[src/rtl/mem_initiator_if.sv]
// Bundle of the client command/response channels and the memory bus seen by mem_initiator.
// The master modport is the initiator's view. The slave modport is the view of the client and memory.
interface mem_initiator_if;
  // client command channel
  logic        cmd_valid;
  logic        cmd_ready;
  logic        cmd_wr;
  logic [14:0] cmd_addr;
  logic [31:0] cmd_wdata;
  // client response channel
  logic        rsp_valid;
  logic        rsp_ready;
  logic [31:0] rsp_rdata;
  logic        rsp_error;
  logic        rsp_timeout;
  // memory bus
  logic [14:0] addr;
  logic [31:0] wdata;
  logic        wr_rd;
  logic        valid;
  logic        ready;
  logic        error;
  logic [31:0] rdata;

  modport master (
    input  cmd_valid, cmd_wr, cmd_addr, cmd_wdata, rsp_ready, ready, error, rdata,
    output cmd_ready, rsp_valid, rsp_rdata, rsp_error, rsp_timeout, addr, wdata, wr_rd, valid
  );

  modport slave (
    output cmd_valid, cmd_wr, cmd_addr, cmd_wdata, rsp_ready, ready, error, rdata,
    input  cmd_ready, rsp_valid, rsp_rdata, rsp_error, rsp_timeout, addr, wdata, wr_rd, valid
  );
endinterface

[src/rtl/mem_initiator.sv]
// Single-outstanding memory bus initiator.
// The block accepts one client command and drives it onto the memory bus until ready arrives or the wait budget expires.
// It then holds the response until the client takes it.
// rst_n is active-high despite its name, and it is asynchronous.
module mem_initiator #(
  parameter int TIMEOUT = 16
) (
  input logic           clk,
  input logic           rst_n,
  mem_initiator_if.master bus
);

  localparam int             CW       = $clog2(TIMEOUT) + 1;
  localparam logic [CW-1:0]  CNT_LAST = CW'(TIMEOUT - 1);

  typedef enum logic [1:0] {IDLE, REQ, RESP} state_t;

  state_t        state_q,       state_d;
  logic [CW-1:0] cnt_q,         cnt_d;
  logic          cmd_ready_q,   cmd_ready_d;
  logic          valid_q,       valid_d;
  logic          wr_rd_q,       wr_rd_d;
  logic [14:0]   addr_q,        addr_d;
  logic [31:0]   wdata_q,       wdata_d;
  logic          rsp_valid_q,   rsp_valid_d;
  logic [31:0]   rsp_rdata_q,   rsp_rdata_d;
  logic          rsp_error_q,   rsp_error_d;
  logic          rsp_timeout_q, rsp_timeout_d;

  // Next-state and next-output logic for the IDLE -> REQ -> RESP transfer sequence.
  always_comb begin
    // NOTE: every _d starts from its _q so that no path leaves a variable unassigned; an unassigned path would infer a latch.
    state_d       = state_q;
    cnt_d         = cnt_q;
    cmd_ready_d   = cmd_ready_q;
    valid_d       = valid_q;
    wr_rd_d       = wr_rd_q;
    addr_d        = addr_q;
    wdata_d       = wdata_q;
    rsp_valid_d   = rsp_valid_q;
    rsp_rdata_d   = rsp_rdata_q;
    rsp_error_d   = rsp_error_q;
    rsp_timeout_d = rsp_timeout_q;

    unique case (state_q)
      IDLE: begin
        // cmd_ready is still low in the first cycle after reset. It goes high on the next edge.
        cmd_ready_d = 1'b1;
        if (bus.cmd_valid && cmd_ready_q) begin
          wr_rd_d     = bus.cmd_wr;
          addr_d      = bus.cmd_addr;
          wdata_d     = bus.cmd_wdata;
          cnt_d       = '0;
          valid_d     = 1'b1;
          cmd_ready_d = 1'b0;
          state_d     = REQ;
        end
      end

      REQ: begin
        // Completion is tested before the budget, so a ready on the last wait cycle still counts as a normal completion.
        if (bus.ready) begin
          rsp_rdata_d   = wr_rd_q ? 32'h0 : bus.rdata;
          rsp_error_d   = bus.error;
          rsp_timeout_d = 1'b0;
          rsp_valid_d   = 1'b1;
          valid_d       = 1'b0;
          state_d       = RESP;
        end else if (cnt_q == CNT_LAST) begin
          rsp_rdata_d   = 32'h0;
          rsp_error_d   = 1'b1;
          rsp_timeout_d = 1'b1;
          rsp_valid_d   = 1'b1;
          valid_d       = 1'b0;
          state_d       = RESP;
        end else begin
          // The counter leaves REQ at CNT_LAST, so it never wraps.
          cnt_d = cnt_q + CW'(1);
        end
      end

      RESP: begin
        if (bus.rsp_ready) begin
          rsp_valid_d = 1'b0;
          cmd_ready_d = 1'b1;
          state_d     = IDLE;
        end
      end

      default: state_d = IDLE;
    endcase
  end

  // State and registered outputs. Reset clears them at once and aborts any transfer in flight.
  always_ff @(posedge clk or posedge rst_n) begin
    if (rst_n) begin
      state_q       <= IDLE;
      cnt_q         <= '0;
      cmd_ready_q   <= 1'b0;
      valid_q       <= 1'b0;
      wr_rd_q       <= 1'b0;
      addr_q        <= '0;
      wdata_q       <= '0;
      rsp_valid_q   <= 1'b0;
      rsp_rdata_q   <= '0;
      rsp_error_q   <= 1'b0;
      rsp_timeout_q <= 1'b0;
    end else begin
      // NOTE: non-blocking assignments make every flop update together from values sampled before the edge.
      state_q       <= state_d;
      cnt_q         <= cnt_d;
      cmd_ready_q   <= cmd_ready_d;
      valid_q       <= valid_d;
      wr_rd_q       <= wr_rd_d;
      addr_q        <= addr_d;
      wdata_q       <= wdata_d;
      rsp_valid_q   <= rsp_valid_d;
      rsp_rdata_q   <= rsp_rdata_d;
      rsp_error_q   <= rsp_error_d;
      rsp_timeout_q <= rsp_timeout_d;
    end
  end

  assign bus.cmd_ready   = cmd_ready_q;
  assign bus.valid       = valid_q;
  assign bus.wr_rd       = wr_rd_q;
  assign bus.addr        = addr_q;
  assign bus.wdata       = wdata_q;
  assign bus.rsp_valid   = rsp_valid_q;
  assign bus.rsp_rdata   = rsp_rdata_q;
  assign bus.rsp_error   = rsp_error_q;
  assign bus.rsp_timeout = rsp_timeout_q;

endmodule

[src/flat_wrapper.sv]
// flat-port wrapper written by rule: the top's interface ports become plain ports
module mem_initiator_flat 
#(
  parameter int TIMEOUT = 16
)
  (clk, rst_n, bus_cmd_valid, bus_cmd_wr, bus_cmd_addr, bus_cmd_wdata, bus_rsp_ready, bus_ready, bus_error, bus_rdata, bus_cmd_ready, bus_rsp_valid, bus_rsp_rdata, bus_rsp_error, bus_rsp_timeout, bus_addr, bus_wdata, bus_wr_rd, bus_valid);
  mem_initiator_if bus_i ();
  input logic clk;
  input logic rst_n;
  input wire logic [$bits(bus_i.cmd_valid)-1:0] bus_cmd_valid;
  input wire logic [$bits(bus_i.cmd_wr)-1:0] bus_cmd_wr;
  input wire logic [$bits(bus_i.cmd_addr)-1:0] bus_cmd_addr;
  input wire logic [$bits(bus_i.cmd_wdata)-1:0] bus_cmd_wdata;
  input wire logic [$bits(bus_i.rsp_ready)-1:0] bus_rsp_ready;
  input wire logic [$bits(bus_i.ready)-1:0] bus_ready;
  input wire logic [$bits(bus_i.error)-1:0] bus_error;
  input wire logic [$bits(bus_i.rdata)-1:0] bus_rdata;
  output wire logic [$bits(bus_i.cmd_ready)-1:0] bus_cmd_ready;
  output wire logic [$bits(bus_i.rsp_valid)-1:0] bus_rsp_valid;
  output wire logic [$bits(bus_i.rsp_rdata)-1:0] bus_rsp_rdata;
  output wire logic [$bits(bus_i.rsp_error)-1:0] bus_rsp_error;
  output wire logic [$bits(bus_i.rsp_timeout)-1:0] bus_rsp_timeout;
  output wire logic [$bits(bus_i.addr)-1:0] bus_addr;
  output wire logic [$bits(bus_i.wdata)-1:0] bus_wdata;
  output wire logic [$bits(bus_i.wr_rd)-1:0] bus_wr_rd;
  output wire logic [$bits(bus_i.valid)-1:0] bus_valid;
  assign bus_i.cmd_valid = bus_cmd_valid;
  assign bus_i.cmd_wr = bus_cmd_wr;
  assign bus_i.cmd_addr = bus_cmd_addr;
  assign bus_i.cmd_wdata = bus_cmd_wdata;
  assign bus_i.rsp_ready = bus_rsp_ready;
  assign bus_i.ready = bus_ready;
  assign bus_i.error = bus_error;
  assign bus_i.rdata = bus_rdata;
  assign bus_cmd_ready = bus_i.cmd_ready;
  assign bus_rsp_valid = bus_i.rsp_valid;
  assign bus_rsp_rdata = bus_i.rsp_rdata;
  assign bus_rsp_error = bus_i.rsp_error;
  assign bus_rsp_timeout = bus_i.rsp_timeout;
  assign bus_addr = bus_i.addr;
  assign bus_wdata = bus_i.wdata;
  assign bus_wr_rd = bus_i.wr_rd;
  assign bus_valid = bus_i.valid;
  mem_initiator #(.TIMEOUT(TIMEOUT)) u_core (.clk(clk), .rst_n(rst_n), .bus(bus_i));
endmodule
[config.mk]
export PLATFORM = sky130hd
export DESIGN_NAME = mem_initiator_flat
export DESIGN_NICKNAME = d
export VERILOG_FILES = /design/src/rtl/mem_initiator_if.sv /design/src/rtl/mem_initiator.sv /design/src/flat_wrapper.sv
export SDC_FILE = /design/constraint.sdc
export NUM_CORES = 1
export LEC_CHECK = 0
export ABC_AREA = 1
export CORE_ASPECT_RATIO = 1.75
export CORE_UTILIZATION = 43
export CTS_BUF_LIST = sky130_fd_sc_hd__clkbuf_2
export DETAILED_ROUTE_END_ITERATION = 12
export PLACE_DENSITY = 0.82
export SLEW_MARGIN = 10
export SYNTH_ARGS = -nofsm -noshare
export SYNTH_HDL_FRONTEND = slang
export SYNTH_SLANG_ARGS = --single-unit
[constraint.sdc]
create_clock -name clk -period 4 [get_ports clk]
set_input_delay 0.8 -clock clk [delete_from_list [all_inputs] [get_ports clk]]
set_output_delay 0.8 -clock clk [all_outputs]
set_load 0.005 [all_outputs]
After elaboration in Yosys (flattened, before gate mapping):

Index checks and enable logic that the tools add are counted.

* register bits: 92
* bits of input ports: 86
* output and inout port bits: 85
* logic and storage cells: 58

* add/sub/neg operators: 1
* equal/unequal tests: 8
* multiplexer cells: 25
* reductions and logical operators: 13

Operator list (count)
* two-way mux 32 bit: 3
* two-way mux 5 bit: 3
* two-way mux 1 bit: 10
* case mux 5 bit (2 select lines): 1
* AND reduction 3 bit: 3
* two-way mux 2 bit: 4
* nonzero test 2 bit: 4
* != test 2 bit, second input constant: 3
* case mux 1 bit (2 select lines): 3
* case mux 2 bit (3 select lines): 1
* AND reduction 2 bit: 3
* adder 5 x 1 -> 5 bit, second input constant: 1
* equality test 5 x 4 -> 1 bit, second input constant: 1
* AND reduction 4 bit: 1
* != test 3 x 2 -> 1 bit, second input constant: 1
* equality test 2 x 1 -> 1 bit, second input constant: 1
* equality test 2 bit, second input constant: 1
* zero test 2 bit: 1
* != test 2 x 1 -> 1 bit, second input constant: 1
* logical AND 1 bit: 1

Logic depth before layout (Yosys ltp):

Gate-level depths: netlist (run 1).

* word-level depth: 4
* mapped depth: 10
* depth with buffers taken out: 10

Least setup slack after synthesis (run 1):

No wires, ideal clock.

* kind: reg2reg
* start: reg u_core.cnt_q[0]
* end: reg u_core.cnt_q[0]
* setup time: 0.128 ns
* data arrival time: 1.358 ns
* required time: 3.872 ns
* slack: 2.515 ns
* cell stages (with the launch flop): 11
* clock period less this slack: 1.485 ns
* cell sequence: dfrtp_1 ha_1 nand2_1 nor2_1 ha_1 nand2_2 nand2_4 inv_4 nand2_4 nand2_1 o21ai_0

* longest elaborated chain between the ends: 4
* elaborated cells on any way between the ends: 7

RTL lines
* start, declared: RTL line mem_initiator.sv:19 `logic [CW-1:0] cnt_q, cnt_d;`
* start signal, assigned: RTL line mem_initiator.sv:111 `cnt_q <= cnt_d;`
* adder 5 x 1 -> 5 bit: RTL line mem_initiator.sv:78 `cnt_d = cnt_q + CW'(1);`
* two-way mux 5 bit: RTL line mem_initiator.sv:69 `end else if (cnt_q == CNT_LAST) begin`
* two-way mux 5 bit: RTL line mem_initiator.sv:62 `if (bus.ready) begin`
* case mux 5 bit (2 select lines): RTL line mem_initiator.sv:45 `unique case (state_q)`

Parallel ways exist; a longest one is shown, timed or not. The select of a mux whose other input is x is not followed.
A chain may end at the register's enable or synchronous reset.

Worst setup path in the final report (run 1):

* start: reg u_core.cmd_ready_q (netlist: u_core.bus.cmd_ready)
* end: out bus_cmd_ready

RTL lines
* start, declared: RTL line mem_initiator.sv:20 `logic cmd_ready_q, cmd_ready_d;`
* start signal, assigned: RTL line mem_initiator.sv:112 `cmd_ready_q <= cmd_ready_d;`
* end, declared: RTL line flat_wrapper.sv:18 `output wire logic [$bits(bus_i.cmd_ready)-1:0] bus_cmd_ready;`

No word-level cell between the ends.

==> metrics.txt, run 1 <==
# placed instances 691; Mapped Area around 3800 µm²; clock buffer depth 2; CTS Buf Count 9; I/O pins 171; peak-usage layer in the global routing report met2; ranking of synthesized cells by area dfrtp_1 60%, nand2_1 13%, inv_1 5.9%, nand3_1 5.0%, o21ai_1 4.6%; Die Wd 73.3 µm; GR Util met3 0.0651; Worst slew margin 0.212; Synthesized Nets 513; core area 8670 µm²; mean area per synthesized cell 9.09 µm²; total negative slack 0 ps; Tightest Pin Transition 1180 ps; Setup Skew 17.0 ps; Port-buffer cells 170; run status completed; area leader, netlist dfrtp_1; count of different cell masters after synthesis 21; drt wl/cell 12.8 µm; post-layout net count 677; largest net degree at the start of global routing 82; vias in the first global route 3239; final WL 9.03 mm; Via Count 3282; GRT Overall Usage 0.208; Starting Density 0.441; reg2reg end u_core.cnt_q[1]; H-tree levels 3; antenna violations before repair 0; row cnt 45; minimum clock period 2340 ps; Routed Antenna Nets 0; GP Congestion 0.782; Yosys top cell area share 0.602; # Max-Cap Violations 0; TritonCTS clock tree yes; first-pass GRT wire length 14.9 mm; root buf cell clkbuf_2; #FFs+latches synth 92; worst-path fanout max 4; fraction of layout cells with a size suffix above 1 0.0424; yosys warns 0; R2R Path Start u_core.state_q[1]; Final Util 0.654; most common cell after layout, fill and taps aside clkdlybuf4s50_1; Antenna Cells 0; Die Area 9300 µm²; f_max 428 MHz; Hold-fix buffers, CTS 0; First-pass DRT Iterations 4; vias per std cell 4.64; Die Span Y approximately 130 µm; Hold Crit Class in -> async; crit-path leading delay family buffers and inverters; startpoint types register; unrepaired setup endpoints after global routing no; Reg2Reg Depth 8; fin crit share 0.584; worst vdd ir around 0.00034 V; P&R area growth vs syn 48.1%; R2R setup slack around 1700 ps; CP Data Arrival Time 1540 ps; crit end category primary output; Final setup viols 0; Fillers roughly 800; crit path buf inv count 1; Sink Count 92; Req. time, crit path about 3200 ps; Cell Count, Final, Fillers Out 707; Slew Limit Fails 0; Leak 2.80 nW; WS Path Type reg -> out; CTS resizes 0; Reg clk slew, reported paths 230 ps; DRC Markers 0; Crit-path slowest cell clkdlybuf4s50_1; clk_lat worst skew between 500 and 600 ps; Post-Syn Instances between 400 and 500; power per cell area 654 nW/µm²; post-CTS setup buffers 0; commonest non-fill, non-tap cells in the layout 170 x clkdlybuf4s50_1, 134 x nand2_1, 92 x dfrtp_1; HPWL Detailed 6.64 mm; CP max stage delay 530 ps; initial drt markers 179; sequential area share after synthesis 0.602; final hold vios 0; GR Util met1 0.234; M2 GR Usage 0.363; grt ovf 0; crit-path cells clkdlybuf4s50_1
-- how the worst max path moves through the flow --
| stage | startpoint | to | slack (ps) | depth (start not counted) |
|---|---|---|---|---|
| floorplan | rst_n | u_core.bus.addr[0] | 810 | 1 |
| global placement | bus_cmd_valid | u_core.bus.valid | 1330 | 6 |
| detailed placement | bus_cmd_valid | u_core.cnt_q[0] | 1300 | 6 |
| CTS | u_core.bus.cmd_ready | bus_cmd_ready | 1600 | 1 |
| global route | u_core.state_q[1] | u_core.cnt_q[1] | 1470 | 8 |
| finish | u_core.bus.cmd_ready | bus_cmd_ready | 1660 | 1 |
-- Yosys cell counts --
library cell	n
nand2_1	134
dfrtp_1	92
inv_1	60
nand3_1	38
o21ai_1	35
o21ai_0	22
buf_6	8
buf_2	6
ha_1	6
clkbuf_1	5
nor2_1	3
nand2_2	2
nand2_4	2
a22o_1	1
buf_4	1
inv_4	1
nand3_2	1
nand3b_1	1
nand4_1	1
nor2_2	1
o22a_1	1
-- power breakdown --
part	leakage (nW)	switching (mW)	internal (mW)
clock network	0.0633	0.296	0.145
registers	1.17	0.243	1.33
logic	1.57	0.719	0.968
-- layer usage --
layer / vias up / share of wire
li1: 1633 / -
met1: 1506 / 0.39
met2: 134 / 0.52
met3: 9 / 0.076
met4: 0 / 0.013
met5: - / 0
-- layout make-up --
| type | instances | area [µm²] | share of cell area |
|---|---|---|---|
| inverters | 61 | 233 | 0.0411 |
| well taps | 117 | 146 | 0.0258 |
| clock inverters | 5 | 52.6 | 0.00927 |
| flip-flops and latches | 92 | 2300 | 0.406 |
| clock buffers | 11 | 55.1 | 0.00971 |
| repair buffers | 173 | 1720 | 0.304 |
| multi-input cells | 248 | 1150 | 0.204 |
-- flip-flops by register name, indices dropped and copies added (netlist names) --
signal and count:
u_core.bus.rsp_timeout 1, u_core.bus.rsp_rdata 32, u_core.cnt_q 5, u_core.bus.valid 1, u_core.bus.rsp_valid 1, u_core.bus.wr_rd 1, u_core.bus.wdata 32, u_core.state_q 2
u_core.bus.addr 15, u_core.bus.cmd_ready 1, u_core.bus.rsp_error 1
-- kinds of logic (layout without fill, tap and decap cells) --
logic type,Yosys count,count (layout),share of synthesized area
flops,92,92,0.602
fa+ha+maj,6,6,0.0196
buf+inv,81,250,0.0987
simple gates,183,183,0.201
compound gates,59,59,0.0791
-- per-stage QoR --
stage	hold WS [ps]	total power [mW]	instance area, µm²	worst slack (ps)
floorplan	459	2.31	3830	808
global route	458	4.02	5670	1470
finish	503	3.71	5670	1660
global placement	455	3.24	5560	1330
detailed placement	458	3.30	5560	1300
CTS	463	3.76	5670	1600
Note: power is estimated with default switching activity, not from simulation.
==> run 2: changes to the inputs <==
--- a/config.mk
+++ b/config.mk
@@ -7,10 +7,10 @@
 export LEC_CHECK = 0
 export ABC_AREA = 1
 export CORE_ASPECT_RATIO = 1.75
-export CORE_UTILIZATION = 43
+export CORE_UTILIZATION = 39
 export CTS_BUF_LIST = sky130_fd_sc_hd__clkbuf_2
 export DETAILED_ROUTE_END_ITERATION = 12
-export PLACE_DENSITY = 0.82
+export PLACE_DENSITY = 0.79
 export SLEW_MARGIN = 10
 export SYNTH_ARGS = -nofsm -noshare
 export SYNTH_HDL_FRONTEND = slang
==> constraint.sdc (replaced) <==
create_clock -name clk -period 2.15 [get_ports clk]
set_input_delay 0.43 -clock clk [delete_from_list [all_inputs] [get_ports clk]]
set_output_delay 0.43 -clock clk [all_outputs]
set_load 0.005 [all_outputs]
==> run 2 against run 1 <==
Net effect:
- sequential power increased by 86%
- core utilization down 5.1 points
- non-clock buffer count grew 1
- wire length rose by 0.29%
- clock power rose by 90%
- cell count up 0.71%
- via count about the same
- clock-buffer cell count fell by 2
- clock skew grew 12 ps
- final area up 0.64%
- die area rose by 10%
- combinational power up 88%
- critical endpoint unchanged
==> metrics.txt, run 2 (same netlist as run 1, synthesis figures left out) <==
worst vdd ir 0.000684 V (+100%); Post-DP Area 5590 µm² (+0.61%); Via Count 3280 (-0.061%); vias in the first global route 3286 (+1.5%); Crit-path slowest cell clkdlybuf4s50_1; root buf cell clkbuf_2; Leak 2.82 nW (+0.64%); post-layout net count 678 (+0.15%); DRC Markers 0 (unchanged); fin crit share 0.913; row cnt 47 (+4.4%); worst-path fanout max 4 (unchanged); fraction of layout cells with a size suffix above 1 0.0441 (+0.00169); GR Util met1 0.211 (-0.0236); Sink Count 92 (unchanged); Worst slew margin 0.679 (+0.468); R2R Path Start u_core.cnt_q[0]; grt ovf 0 (unchanged); Hold Crit Class in -> async; P&R area growth vs syn 49.0%; Antenna Cells 0 (unchanged); Reg2Reg Depth 10 (+2); Die Wd 76.9 µm (+4.9%); drt wl/cell 12.7 µm (-0.42%); crit end category primary output; Final Util 0.602 (-0.0512); minimum clock period 1960 ps; clock buffer depth 2 (unchanged); Starting Density 0.404 (-0.0372); First-pass DRT Iterations 6 (+2); power per cell area 1220 nW/µm² (+86%); CP Data Arrival Time 1530 ps (about the same); TritonCTS clock tree yes; number of cells on the critical path 1 (unchanged); post-CTS setup buffers 0 (unchanged); CP max stage delay 550 ps (+20 ps); I/O pins 171 (unchanged); largest net degree at the start of global routing 98 (+20%); Reg clk slew, reported paths 240 ps (about the same); Critical Path End bus_cmd_ready; antenna violations before repair 0 (unchanged); post-route cell area 5700 µm² (+0.64%); total power 6.95 mW (+88%); GRT Overall Usage 0.186 (-0.0215); Die Area 10200 µm² (+10%); Cell Count, Final, Fillers Out 712 (+0.71%); Die Span Y 133 µm (+4.9%); Slew Limit Fails 0 (unchanged); run status completed; reg2reg end u_core.cnt_q[0]; crit path buf inv count 1 (unchanged); final WL 9.06 mm (+0.29%); Setup Skew 29.0 ps (+12.0 ps); Routed Antenna Nets 0 (unchanged); startpoint types register; total negative slack 0 ps (unchanged); final hold vios 0 (unchanged); Port-buffer cells 170 (unchanged); Tightest Pin Transition 481 ps (-700 ps); unrepaired setup endpoints after global routing no; first-pass GRT wire length 15.0 mm (+0.83%); GR Util met3 0.0600 (-0.00513); initial drt markers 195 (+8.9%); HPWL Detailed 6.57 mm (-0.92%); Hold-fix buffers, CTS 0 (unchanged); # placed instances 697 (+0.87%); peak-usage layer in the global routing report met2; CTS Buf Count 9 (unchanged); Req. time, crit path 1720 ps (-1480 ps); GP Congestion 0.750 (-4.1%); register area 2300 µm² (unchanged); Setup crit start u_core.bus.cmd_ready; R2R setup slack 210 ps (-1490 ps); most common cell after layout, fill and taps aside clkdlybuf4s50_1; H-tree levels 3 (unchanged); Multi-input gate area 1150 µm² (-0.65%); clk_lat worst skew 540 ps (about the same); f_max 509 MHz; crit-path leading delay family buffers and inverters; CTS resizes 0 (unchanged); M2 GR Usage 0.315 (-0.0478); vias per std cell 4.61 (-0.76%); WS Path Type reg -> out; commonest non-fill, non-tap cells in the layout 170 x clkdlybuf4s50_1, 134 x nand2_1, 92 x dfrtp_1; # Max-Cap Violations 0 (unchanged); crit-path cells clkdlybuf4s50_1; core area 9470 µm² (+9.2%); Fillers 823 (+4.8%); Final setup viols 0 (unchanged)
-- run 2: changes by cell type in the layout (fill, tap and decap cells not counted) --
| cell | change |
|---|---|
| clkinv_1 | -1 |
| nand3_2 | +1 |
| nand3_4 | -1 |
| buf_12 | +2 |
| clkbuf_2 | -2 |
| inv_6 | +1 |
| clkinvlp_4 | -1 |
| buf_4 | -1 |
| clkinv_4 | +2 |
-- run 2: worst reg2reg max path: cells and delay by family (launching register included) --
family                     cells  cell delay, ps
DFF                            1             470
adders and majority gates      2             420
AOI/OAI and AO/OA              1              90
buffers and inverters          1             300
and+or+nand+nor                6             570
-- run 2: through the flow --
| step | hold WS (ps) | worst slack (ps) |
|---|---|---|
| detailed placement | 459 | 228 |
| global placement | 457 | 298 |
| global route | 274 | 41.5 |
| CTS | 297 | 119 |
| floorplan | 459 | 642 |
| finish | 324 | 187 |
-- run 2: how the worst min path moves through the flow --
stage / endpoint / from / cells past startpoint
floorplan: u_core.cnt_q[4] / u_core.cnt_q[4] / 2
detailed placement: u_core.bus.rsp_rdata[8] / u_core.bus.rsp_rdata[8] / 2
finish: u_core.bus.wdata[25] / rst_n / 3
global placement: u_core.bus.rsp_rdata[8] / u_core.bus.rsp_rdata[8] / 2
CTS: u_core.bus.wdata[27] / rst_n / 3
global route: u_core.bus.rsp_rdata[10] / rst_n / 3
-- run 2: power by group --
| group | internal, mW | switching [mW] | total [mW] |
|---|---|---|---|
| clock network | 0.265 | 0.571 | 0.836 |
| registers | 2.48 | 0.455 | 2.94 |
| logic | 1.83 | 1.35 | 3.18 |
| total | 4.57 | 2.38 | 6.95 |
-- run 2: final cells by class --
cell class                 count  share of cell area
sequential                    92               0.404
clock inverter                 6              0.0114
multi-input combinational    248               0.201
tap                          122              0.0268
clock buffer                   9             0.00790
timing repair buffer         174               0.308
inverter                      61              0.0412
-- run 2: layer usage --
metal | up-vias | share of wire
li1 | 1639 | -
met1 | 1483 | 0.41
met2 | 140 | 0.50
met3 | 18 | 0.075
met4 | 0 | 0.024
met5 | - | 0
==> run 3: changes to the inputs <==
--- a/config.mk
+++ b/config.mk
@@ -8,7 +8,7 @@
 export ABC_AREA = 1
 export CORE_ASPECT_RATIO = 1.75
 export CORE_UTILIZATION = 39
-export CTS_BUF_LIST = sky130_fd_sc_hd__clkbuf_2
+export CTS_BUF_LIST = sky130_fd_sc_hd__clkbuf_4 sky130_fd_sc_hd__clkbuf_8
 export DETAILED_ROUTE_END_ITERATION = 12
 export PLACE_DENSITY = 0.79
 export SLEW_MARGIN = 10
==> run 3 against run 2 <==
Net effect:
- clock power grew 40%
- largest cell class unchanged
- global-route usage is 0.073 points higher
- wire length is 0.50% higher
- die area stayed put
==> metrics.txt, run 3 (same netlist as run 1, synthesis figures left out) <==
vias per std cell 4.64 (+0.64%); Setup Skew 10.2 ps (-18.8 ps); root buf cell clkbuf_8; worst vdd ir 0.000666 V (-2.6%); Req. time, crit path 2380 ps (+660 ps); H-tree levels 3 (unchanged); clock buffer depth 2 (unchanged); CTS resizes 0 (unchanged); fin crit share 0.892 (-0.0210); vias in the first global route 3288 (+0.061%); total power 7.29 mW (+4.9%); Reg clk slew, reported paths 90 ps (-150 ps); Leak 2.85 nW (+1.2%); drt wl/cell 12.8 µm (+0.50%); Slew Limit Fails 0 (unchanged); Hold-fix buffers, CTS 0 (unchanged); Sink Count 92 (unchanged); Crit-path slowest cell dfrtp_1; HPWL Detailed 6.57 mm (unchanged); First-pass DRT Iterations 4 (-2); run status completed; Starting Density 0.404 (unchanged); Fillers 811 (-1.5%); Die Span Y 133 µm (unchanged); largest net degree at the start of global routing 98 (unchanged); initial drt markers 217 (+11%); fraction of layout cells with a size suffix above 1 0.0458 (+0.00169); Routed Antenna Nets 0 (unchanged); commonest non-fill, non-tap cells in the layout 170 x clkdlybuf4s50_1, 134 x nand2_1, 92 x dfrtp_1; CP max stage delay 430 ps (-120 ps); unrepaired setup endpoints after global routing no; f_max 521 MHz (+2.3%); Sw Share 0.330 (-0.0123); Tightest Pin Transition 487 ps (+5.44 ps); minimum clock period 1920 ps (-45.1 ps); post-CTS setup buffers 0 (unchanged); TritonCTS clock tree yes; crit path buf inv count 1 (unchanged); Die Wd 76.9 µm (unchanged); crit-path leading delay family simple AND/OR/NAND/NOR gates; Die Area 10200 µm² (unchanged); final hold vios 0 (unchanged); grt ovf 0 (unchanged); DRC Markers 0 (unchanged); post-layout net count 678 (unchanged); Antenna Cells 0 (unchanged); worst-path fanout max 33 (+29); Switch Pwr 2.41 mW (+1.1%); WS Path Type reg -> reg; crit-path cells ha_1, nand2_1, nor2_1, ha_1, nand2_2, nand2_4, inv_4, nand2_4, nand2_1, o21ai_0; most common cell after layout, fill and taps aside clkdlybuf4s50_1; P&R area growth vs syn 51.4%; Worst slew margin 0.676 (-0.00362); I/O pins 171 (unchanged); clk_lat worst skew 350 ps (-190 ps); GRT Overall Usage 0.187 (+0.000734); first-pass GRT wire length 15.1 mm (+0.55%); startpoint types register; register area 2300 µm² (unchanged); Final setup viols 0 (unchanged); GP Congestion 0.750 (unchanged); Via Count 3301 (+0.64%); Hold Crit Class reg -> reg; CP Data Arrival Time 2150 ps (+620 ps); dpl ws 228 ps (unchanged); power per cell area 1260 nW/µm² (+3.3%); row cnt 47 (unchanged); crit end category register; # Max-Cap Violations 0 (unchanged); antenna violations before repair 0 (unchanged); total negative slack 0 ps (unchanged); combinational power share 0.436 (-0.021); Port-buffer cells 170 (unchanged); setup ws final 232 ps (+45.1 ps); final WL 9.10 mm (+0.50%); Internal Pwr Total 4.89 mW (+6.9%); core area 9470 µm² (unchanged); clock network power share 0.160 (+0.040); Seq pwr share 0.404 (-0.019); Multi-input gate area 1150 µm² (unchanged); CTS Buf Count 9 (unchanged)
run 3: worst min-delay path, stage by stage, from the launching register on:
cell	delay [ps]
dfrtp_1	350
nand2_1	50
nand2_1	50
run 3: power by group through the flow:
stage	clock [mW]	combinational, mW	sequential (mW)
5_1_grt	1.29	3.51	3.05
4_1_cts	1.21	3.23	2.95
3_5_place_dp	0	3.22	2.97
3_3_place_gp	0	3.11	2.96
2_1_floorplan	0	1.31	2.98
6_report	1.17	3.18	2.95
run 3: final timing paths:
kind / start / to / slack (ps) / cells past startpoint
worst max-delay path: u_core.cnt_q[0] / u_core.cnt_q[0] / 230 / 10
worst min-delay path: u_core.bus.rsp_rdata[19] / u_core.bus.rsp_rdata[19] / 480 / 2
worst max register to register: u_core.cnt_q[0] / u_core.cnt_q[0] / 230 / 10
worst min register to register: u_core.bus.rsp_rdata[19] / u_core.bus.rsp_rdata[19] / 480 / 2
max in group asynchronous: rst_n / u_core.bus.rsp_rdata[23] / 1220 / 3
min in group asynchronous: rst_n / u_core.bus.wdata[27] / 540 / 3
run 3: cell type report:
type | count | area share
clock inverter | 5 | 0.0106
sequential | 92 | 0.397
tap | 122 | 0.0263
clock buffer | 10 | 0.0238
multi-input combinational | 248 | 0.198
inverter | 61 | 0.0406
timing repair buffer | 174 | 0.303
run 3: routing by layer:
layer	global-route usage	share of wire
met2	0.318	0.49
met3	0.0579	0.077
met4	0.0865	0.026
met1	0.212	0.41
met5	0	0
run 3: through the flow:
| stage | cell area, µm² | hold slack [ps] | cells | utilization |
|---|---|---|---|---|
| 2_1_floorplan | 3830 | 459 | 421 | - |
| 3_3_place_gp | 5590 | 457 | 697 | 0.591 |
| 3_5_place_dp | 5590 | 459 | 697 | 0.591 |
| 4_1_cts | 5790 | 483 | 712 | 0.612 |
| 5_1_grt | 5790 | 505 | 712 | 0.612 |
| 6_report | 5790 | 477 | 712 | 0.612 |
